**config.mk**
```make
export PLATFORM = sky130hd
export DESIGN_NAME = alu_input_ctrl
export DESIGN_NICKNAME = d
export VERILOG_FILES = /design/src/rtl/alu_input_ctrl.sv
export SDC_FILE = /design/constraint.sdc
export NUM_CORES = 1
export LEC_CHECK = 0
export ABC_AREA = 1
export BUFFER_PORTS_ARGS = -buffer_cell sky130_fd_sc_hd__buf_2
export CELL_PAD_IN_SITES_DETAIL_PLACEMENT = 0
export CELL_PAD_IN_SITES_GLOBAL_PLACEMENT = 1
export CORE_MARGIN = 1
export CORE_UTILIZATION = 48
export CTS_CLUSTER_DIAMETER = 150
export DETAILED_ROUTE_END_ITERATION = 12
export PLACE_DENSITY = 0.84
export SLEW_MARGIN = 40
export SYNTH_ARGS = -nofsm -noshare
export SYNTH_HDL_FRONTEND = slang
export SYNTH_SLANG_ARGS = --single-unit
```
**constraint.sdc**
```tcl
create_clock -name clk -period 6.2 [get_ports clk]
set_clock_uncertainty 0.05 [all_clocks]
set_input_delay 1.24 -clock clk [delete_from_list [all_inputs] [get_ports clk]]
set_output_delay 1.24 -clock clk [all_outputs]
set_load 0.01 [all_outputs]
```
**src/rtl/alu_input_ctrl.sv**
```systemverilog
// Operand/opcode loader for the board ALU: debounces three load buttons, latches
// A, B and op from the switch bus in order, then captures the ALU result to the LEDs.
module alu_input_ctrl #(
   parameter int unsigned NB_DATA   = 4,
   parameter int unsigned NB_OP     = 6,
   parameter int unsigned NB_SW     = 8,
   parameter int unsigned DB_CYCLES = 1000000
) (
   input  logic               clk,
   input  logic               i_rst,
   input  logic [NB_SW-1:0]   i_sw,
   input  logic               i_btn_a,
   input  logic               i_btn_b,
   input  logic               i_btn_op,
   input  logic [NB_DATA-1:0] i_alu_result,
   output logic [NB_DATA-1:0] o_alu_a,
   output logic [NB_DATA-1:0] o_alu_b,
   output logic [NB_OP-1:0]   o_alu_op,
   output logic [NB_DATA-1:0] o_leds,
   output logic               o_valid,
   output logic [2:0]         o_state
);

   localparam int unsigned CntW = $clog2(DB_CYCLES + 1);
   localparam logic [CntW-1:0] CntMax = CntW'(DB_CYCLES);

   typedef enum logic [2:0] {
      StIdle  = 3'd0,
      StHaveA = 3'd1,
      StHaveB = 3'd2,
      StExec  = 3'd3,
      StShow  = 3'd4
   } state_e;

   // Button front-end, bit 0 = A, bit 1 = B, bit 2 = op
   logic [2:0]      btn_raw;
   logic [2:0]      sync1_q, sync2_q;
   logic [2:0]      stable_q, stable_d;
   logic [2:0]      stable_dly_q;
   logic [CntW-1:0] cnt_q [3];
   logic [CntW-1:0] cnt_d [3];
   logic [2:0]      pulse;
   logic            pa, pb, pop;

   assign btn_raw = {i_btn_op, i_btn_b, i_btn_a};

   // Level flips only once the counter has already seen DB_CYCLES mismatching cycles
   always_comb begin
      for (int i = 0; i < 3; i++) begin
         stable_d[i] = stable_q[i];
         cnt_d[i]    = '0;
         if (sync2_q[i] != stable_q[i]) begin
            if (cnt_q[i] == CntMax) begin
               stable_d[i] = sync2_q[i];
            end else begin
               cnt_d[i] = cnt_q[i] + 1'b1;
            end
         end
      end
   end

   always_ff @(posedge clk or posedge i_rst) begin
      if (i_rst) begin
         sync1_q      <= '0;
         sync2_q      <= '0;
         stable_q     <= '0;
         stable_dly_q <= '0;
         for (int i = 0; i < 3; i++) begin
            cnt_q[i] <= '0;
         end
      end else begin
         sync1_q      <= btn_raw;
         sync2_q      <= sync1_q;
         stable_q     <= stable_d;
         stable_dly_q <= stable_q;
         for (int i = 0; i < 3; i++) begin
            cnt_q[i] <= cnt_d[i];
         end
      end
   end

   assign pulse = stable_q & ~stable_dly_q;
   assign pa    = pulse[0];
   assign pb    = pulse[1];
   assign pop   = pulse[2];

   // Load sequencer
   state_e             state_q, state_d;
   logic [NB_DATA-1:0] a_q, a_d;
   logic [NB_DATA-1:0] b_q, b_d;
   logic [NB_OP-1:0]   op_q, op_d;
   logic [NB_DATA-1:0] leds_q, leds_d;
   logic               valid_q, valid_d;
   logic [NB_DATA-1:0] sw_data;
   logic [NB_OP-1:0]   sw_op;
   logic               unused_sw;

   assign sw_data   = i_sw[NB_DATA-1:0];
   assign sw_op     = i_sw[NB_OP-1:0];
   assign unused_sw = ^i_sw;

   always_comb begin
      state_d = state_q;
      a_d     = a_q;
      b_d     = b_q;
      op_d    = op_q;
      leds_d  = leds_q;
      case (state_q)
         StIdle: begin
            if (pa) begin
               a_d     = sw_data;
               state_d = StHaveA;
            end
         end
         StHaveA: begin
            if (pb) begin
               b_d     = sw_data;
               state_d = StHaveB;
            end else if (pa) begin
               a_d = sw_data;
            end
         end
         StHaveB: begin
            if (pop) begin
               op_d    = sw_op;
               state_d = StExec;
            end else if (pa) begin
               a_d     = sw_data;
               state_d = StHaveA;
            end else if (pb) begin
               b_d = sw_data;
            end
         end
         StExec: begin
            leds_d  = i_alu_result;
            state_d = StShow;
         end
         StShow: begin
            if (pa) begin
               a_d     = sw_data;
               state_d = StHaveA;
            end
         end
         default: state_d = StIdle;
      endcase
      valid_d = (state_d == StShow);
   end

   always_ff @(posedge clk or posedge i_rst) begin
      if (i_rst) begin
         state_q <= StIdle;
         a_q     <= '0;
         b_q     <= '0;
         op_q    <= '0;
         leds_q  <= '0;
         valid_q <= 1'b0;
      end else begin
         state_q <= state_d;
         a_q     <= a_d;
         b_q     <= b_d;
         op_q    <= op_d;
         leds_q  <= leds_d;
         valid_q <= valid_d;
      end
   end

   assign o_alu_a  = a_q;
   assign o_alu_b  = b_q;
   assign o_alu_op = op_q;
   assign o_leds   = leds_q;
   assign o_valid  = valid_q;
   assign o_state  = state_q;

endmodule
```
==> results of run 1 <==
## cell type report
class	count	area (µm²)	share of cell area
multi-input combinational	409	2105	0.4000
sequential	94	2352	0.4471
tap	129	161.4	0.03068
timing repair buffer	37	187.7	0.03567
inverter	59	224.0	0.04257
clock buffer	10	137.6	0.02616
clock inverter	6	93.84	0.01784
## worst max-delay path by stage
| stage | startpoint | depth (start not counted) | end |
|---|---|---|---|
| finish | o_state[2]$_DFF_PP0_ | 1 | o_state[2] |
| global route | o_state[2]$_DFF_PP0_ | 1 | o_state[2] |
| CTS | o_state[2]$_DFF_PP0_ | 1 | o_state[2] |
| detailed placement | i_rst | 3 | o_alu_a[1]$_DFFE_PP0P_ |
| global placement | i_rst | 3 | o_alu_a[1]$_DFFE_PP0P_ |
| floorplan | i_rst | 1 | cnt_q[0]$_DFF_PP0_ |
## registers in the layout, summed over array words and instances (netlist names)
name / count
stable_dly_q: 3
sync1_q: 3
o_state: 3
stable_q: 3
o_alu_a: 4
o_leds: 4
sync2_q: 3
cnt_q: 60
o_valid: 1
o_alu_op: 6
o_alu_b: 4
## cell usage after synthesis (all sizes together)
library cell / number
a21oi: 7
buf: 1
dfrtp: 94
ha: 6
inv: 59
mux2: 4
nand2: 117
nand3: 53
nand3b: 2
nand4: 11
nor2: 136
nor3: 11
o211ai: 2
o21a: 3
o21ai: 13
o21bai: 4
o31ai: 2
xnor2: 15
xor2: 23
## through the flow
stage,worst slack [ns],util,total power [mW],instance area [µm²]
floorplan,2.461,-,0.6679,4683
global placement,3.713,0.5392,0.6840,5030
detailed placement,3.701,0.5392,0.6859,5030
CTS,3.855,0.5641,1.147,5261
global route,3.804,0.5641,1.184,5261
finish,3.873,0.5641,1.131,5261
## metal layers
layer	up-vias	track usage	part of all wire
met1	1689	0.2713	0.47
met2	52	0.3440	0.49
li1	1882	-	-
met3	7	0.02843	0.027
met4	0	0.07023	0.0096
met5	-	0	0
## cells by family after synthesis
group	after synthesis
flip-flops	94
multiplexers	4
buffers and inverters	60
AND/OR/NAND/NOR	330
XOR/XNOR	38
adder cells (fa/ha/maj)	6
AO/OA/AOI/OAI	31
## report_power, final
part / internal [mW] / switching (mW) / leakage (nW)
Combinational: 0.0138 / 0.0304 / 1.11
Clock: 0.241 / 0.218 / 0.113
Sequential: 0.621 / 0.00698 / 1.21
Total: 0.875 / 0.255 / 2.43
==> metrics.csv, run 1 <==
metric,value,unit
"Min Clock Period, post-route",2.327,ns
WP data required,4.91,ns
clock slew seen by the registers of the worst setup and hold paths,0.10,ns
GR Overflow Total,0,
CP Capture Type,primary output,
setup TNS,0,ns
Rel. slew slack,0.5688,
row count,35,
top cell type's share of synthesized area,0.5023,
initial antenna violation count,0,
DRC Markers,0,
Synth Area in Simple Gates,0.3129,
synth top area cells,"dfrtp_1 (50%), nor2_1 (10%), nand2_1 (8.7%)",
CP Class,reg -> out,
r2r setup slk,4.55,ns
die area,0.01016,mm²
Top Family by Delay on Critical Path,flip-flops,
Gate Count Post-Synth,563,
Die W,100.8,µm
R2R Path Start,cnt_q[0]$_DFF_PP0_,
Setup Viol. Count Final,0,
Die Y-Extent,100.8,µm
antenna-violating nets left,0,
LEAKAGE,2.434,nW
Port Buf Inserts,36,
wire per inst,12.44,µm
RSZ-0062 raised after global routing,no,
"commonest non-fill, non-tap cell in the layout",nor2_1,
status,completed,
CTS sink cnt,94,
GPL Wtd Cong,0.8667,
cell taking the most area after synthesis,dfrtp_1,
slew of the pin with the lowest slew margin,0.6468,ns
Max-Cap Viols,0,
Post-layout nets,633,
P per Cell Area,214.9,mW/mm²
Syn Nets,586,
CTS tree,done,
mux cell area share after synthesis,0.009618,
Clock Root Buffer,clkbuf_8,
GRT Total Usage,0.2043,
Num CTS Buffers,9,
Post-CTS Hold Fix Bufs,0,
peak supply drop,102.7,µV
R2R cell count,7,
# Post-CTS Setup Buffers,0,
Synth Area in XOR/XNOR,0.07107,
Vias,3630,
H-tree depth,3,
largest net degree at the start of global routing,53,
max incr delay on CP,0.50,ns
Skew-Pair Late Insertion Delay,0.35,ns
Cells on Worst Hold Path,0,
final hold vios,0,
post-synthesis sequential area ratio,0.5023,
share of post-route cells with drive strength above 1,0.1431,
Synth Area in Compound Gates,0.03981,
distinct cell type count after synthesis,29,
number of global-route vias before repair,3551,
"commonest non-fill, non-tap cells in the layout","nor2_1 (126), nand2_1 (109), dfrtp_1 (94)",
WHS,0.3067,ns
main combinational cell family by area after synthesis,simple AND/OR/NAND/NOR gates,
post-DR vias/cell,4.879,
syn avg cell area,8.318,µm²
min-delay src,sync1_q[1]$_DFF_PP0_,
Crit Path Max Fanout,5,
# placed instances,728,
ANT cells,0,
first-pass GRT wire length,16300,µm
Final Max Tran Viols,0,
top-level I/O count,39,
Final Cycle Share,0.3753,
final wirelength,9256,µm
Synth Register Bits,94,
hold endpoint,sync2_q[1]$_DFF_PP0_,
First-pass DRT Iterations,4,
Hold WC Path Type,reg -> reg,
Worst Setup Start Kind,flop,
worst path bufs/invs,1,
total number of yosys warnings,0,
post-detail-place hpwl,6783,µm
core area,0.009328,mm²
worst path cell trace,buf_2,
post-CTS resize count,0,
mapped cell area,0.004683,mm²
CTS max path bufs,2,
"non-filler cells, final",744,
CP max stage cell,dfrtp_1,
FILL cells,858,
Synth Area in Adders,0.01603,
Reg-to-Reg End,cnt_q[0]$_DFF_PP0_,
synthesis-to-finish area growth,12.34,%
Detailed Route Iter0 Violations,116,
Initial Util,0.5021,
fmax,429.7,MHz
CP arrival,1.04,ns
No activity file was read; power rests on OpenSTA's default activity.
==> run 2, diff against run 1 <==
CORE_UTILIZATION = 41   (was 48)
PLACE_DENSITY = 0.76   (was 0.84)
clock period = 2 ns   (was 6.2 ns; I/O delays follow)
==> metrics.csv, run 2 (synthesis results as in run 1) <==
metric,value,unit,change
status,completed,,
CTS sink cnt,94,,unchanged
CTS max path bufs,2,,unchanged
DRC Markers,0,,unchanged
clock slew seen by the registers of the worst setup and hold paths,0.07,ns,-0.03 ns
post-detail-place hpwl,6723,µm,-0.89%
setup TNS,0,ns,unchanged
Final Max Tran Viols,0,,unchanged
top-level I/O count,39,,unchanged
Final Cycle Share,0.8212,,
Hold WC Path Type,in -> async,,
post-CTS resize count,0,,unchanged
largest reg by FF count,cnt_q,,
post-DR vias/cell,4.810,,-1.4%
number of global-route vias before repair,3466,,-2.4%
GRT Total Usage,0.1774,,-0.02688
fmax,608.8,MHz,
Placed Area,0.005065,mm²,+0.70%
Vias,3636,,+0.17%
CP arrival,1.82,ns,+0.78 ns
first-pass GRT wire length,16220,µm,-0.51%
row count,38,,+8.6%
Clock Root Buffer,clkbuf_16,,
synthesis-to-finish area growth,15.71,%,
core area,0.01098,mm²,+18%
largest net degree at the start of global routing,95,,+79%
ANT cells,0,,unchanged
CTS tree,done,,
H-tree depth,3,,unchanged
Max-Cap Viols,0,,unchanged
Worst setup startpoint,cnt_q[0]$_DFF_PP0_,,
CP Capture Type,flop,,
# Post-CTS Setup Buffers,0,,unchanged
Detailed Route Iter0 Violations,143,,+23%
slew of the pin with the lowest slew margin,0.5293,ns,-0.1175 ns
RSZ-0062 raised after global routing,no,,
antenna-violating nets left,0,,unchanged
Initial Util,0.4264,,-0.07567
Num CTS Buffers,9,,unchanged
Port Buf Inserts,36,,unchanged
Die Y-Extent,108.9,µm,+8.0%
"commonest non-fill, non-tap cell in the layout",nor2_1,,
Crit Path Max Fanout,7,,+2
GPL Wtd Cong,0.8303,,-4.2%
"commonest non-fill, non-tap cells in the layout","nor2_1 (126), nand2_1 (109), dfrtp_1 (94)",,
wire per inst,12.54,µm,+0.77%
"Min Clock Period, post-route",1.642,ns,
Worst Setup Start Kind,flop,,
die area,0.01185,mm²,+17%
Rel. slew slack,0.6459,,+0.07716
Final Cell Area,0.005419,mm²,+3.0%
final hold vios,0,,unchanged
peak supply drop,682.5,µV,+560%
share of post-route cells with drive strength above 1,0.1445,,+0.001391
Post-layout nets,634,,+0.16%
r2r setup slk,0.36,ns,-4.19 ns
Largest register FFs,60,,unchanged
CP Class,reg -> reg,,
First-pass DRT Iterations,6,,+2
GR Overflow Total,0,,unchanged
final wirelength,9478,µm,+2.4%
Skew-Pair Late Insertion Delay,0.35,ns,about the same
P per Cell Area,759.1,mW/mm²,+250%
Post-CTS Hold Fix Bufs,0,,unchanged
R2R Path Start,cnt_q[0]$_DFF_PP0_,,
Die W,108.9,µm,+8.0%
LEAKAGE,2.501,nW,+2.8%
initial antenna violation count,0,,unchanged
Setup Viol. Count Final,0,,unchanged
WP data required,2.18,ns,-2.73 ns
[run 2: layout make-up]
class	instances	area [µm²]
inverters	59	225.2
flip-flops and latches	94	2352
clock buffers	10	239.0
multi-input cells	409	2105
clock inverters	6	115.1
well taps	140	175.2
fillers	1085	5564
repair buffers	38	207.7
[run 2: worst paths after layout]
check                                       endpoint  depth (start not counted)
worst max register to register    cnt_q[9]$_DFF_PP0_                          7
worst max-delay path              cnt_q[9]$_DFF_PP0_                          7
min in group clk                sync1_q[1]$_DFF_PP0_                          1
worst min register to register  sync2_q[1]$_DFF_PP0_                          0
max in group asynchronous        cnt_q[50]$_DFF_PP0_                          3
worst min-delay path             cnt_q[54]$_DFF_PP0_                          3
[run 2: routing by layer]
layer	GRT usage	vias to the layer above	routed length, µm
li1	-	1874	-
met5	0	-	0
met1	0.2356	1700	4614
met2	0.2866	52	4410
met4	0.05502	0	104
met3	0.04124	10	347
[run 2: power by group]
group,internal [mW],total [mW],switching [mW]
combinational,0.0468,0.143,0.0960
sequential,1.93,1.95,0.0217
clock,1.27,2.02,0.756
[run 2: stage by stage]
stage                     worst slack (ns)  power [mW]  cells    util  hold slack, ns
after floorplan                     0.4443       2.071    563       -          0.2812
after global placement              0.3741       2.128    740  0.4612          0.2868
after detailed placement            0.3719       2.131    740  0.4612          0.2847
after CTS                           0.3627       4.178    756  0.4934         0.09664
after global routing                0.1520       4.279    756  0.4934          0.1006
final                               0.3575       4.113    756  0.4934          0.1081
[run 2: critical path, cell delays in order (launching register included)]
cell     delay [ns]
dfrtp_1        0.41
inv_1          0.08
ha_1           0.17
nand3_1        0.08
nor2_1         0.11
nand3_1        0.24
nand2_1        0.30
nor2_1         0.08
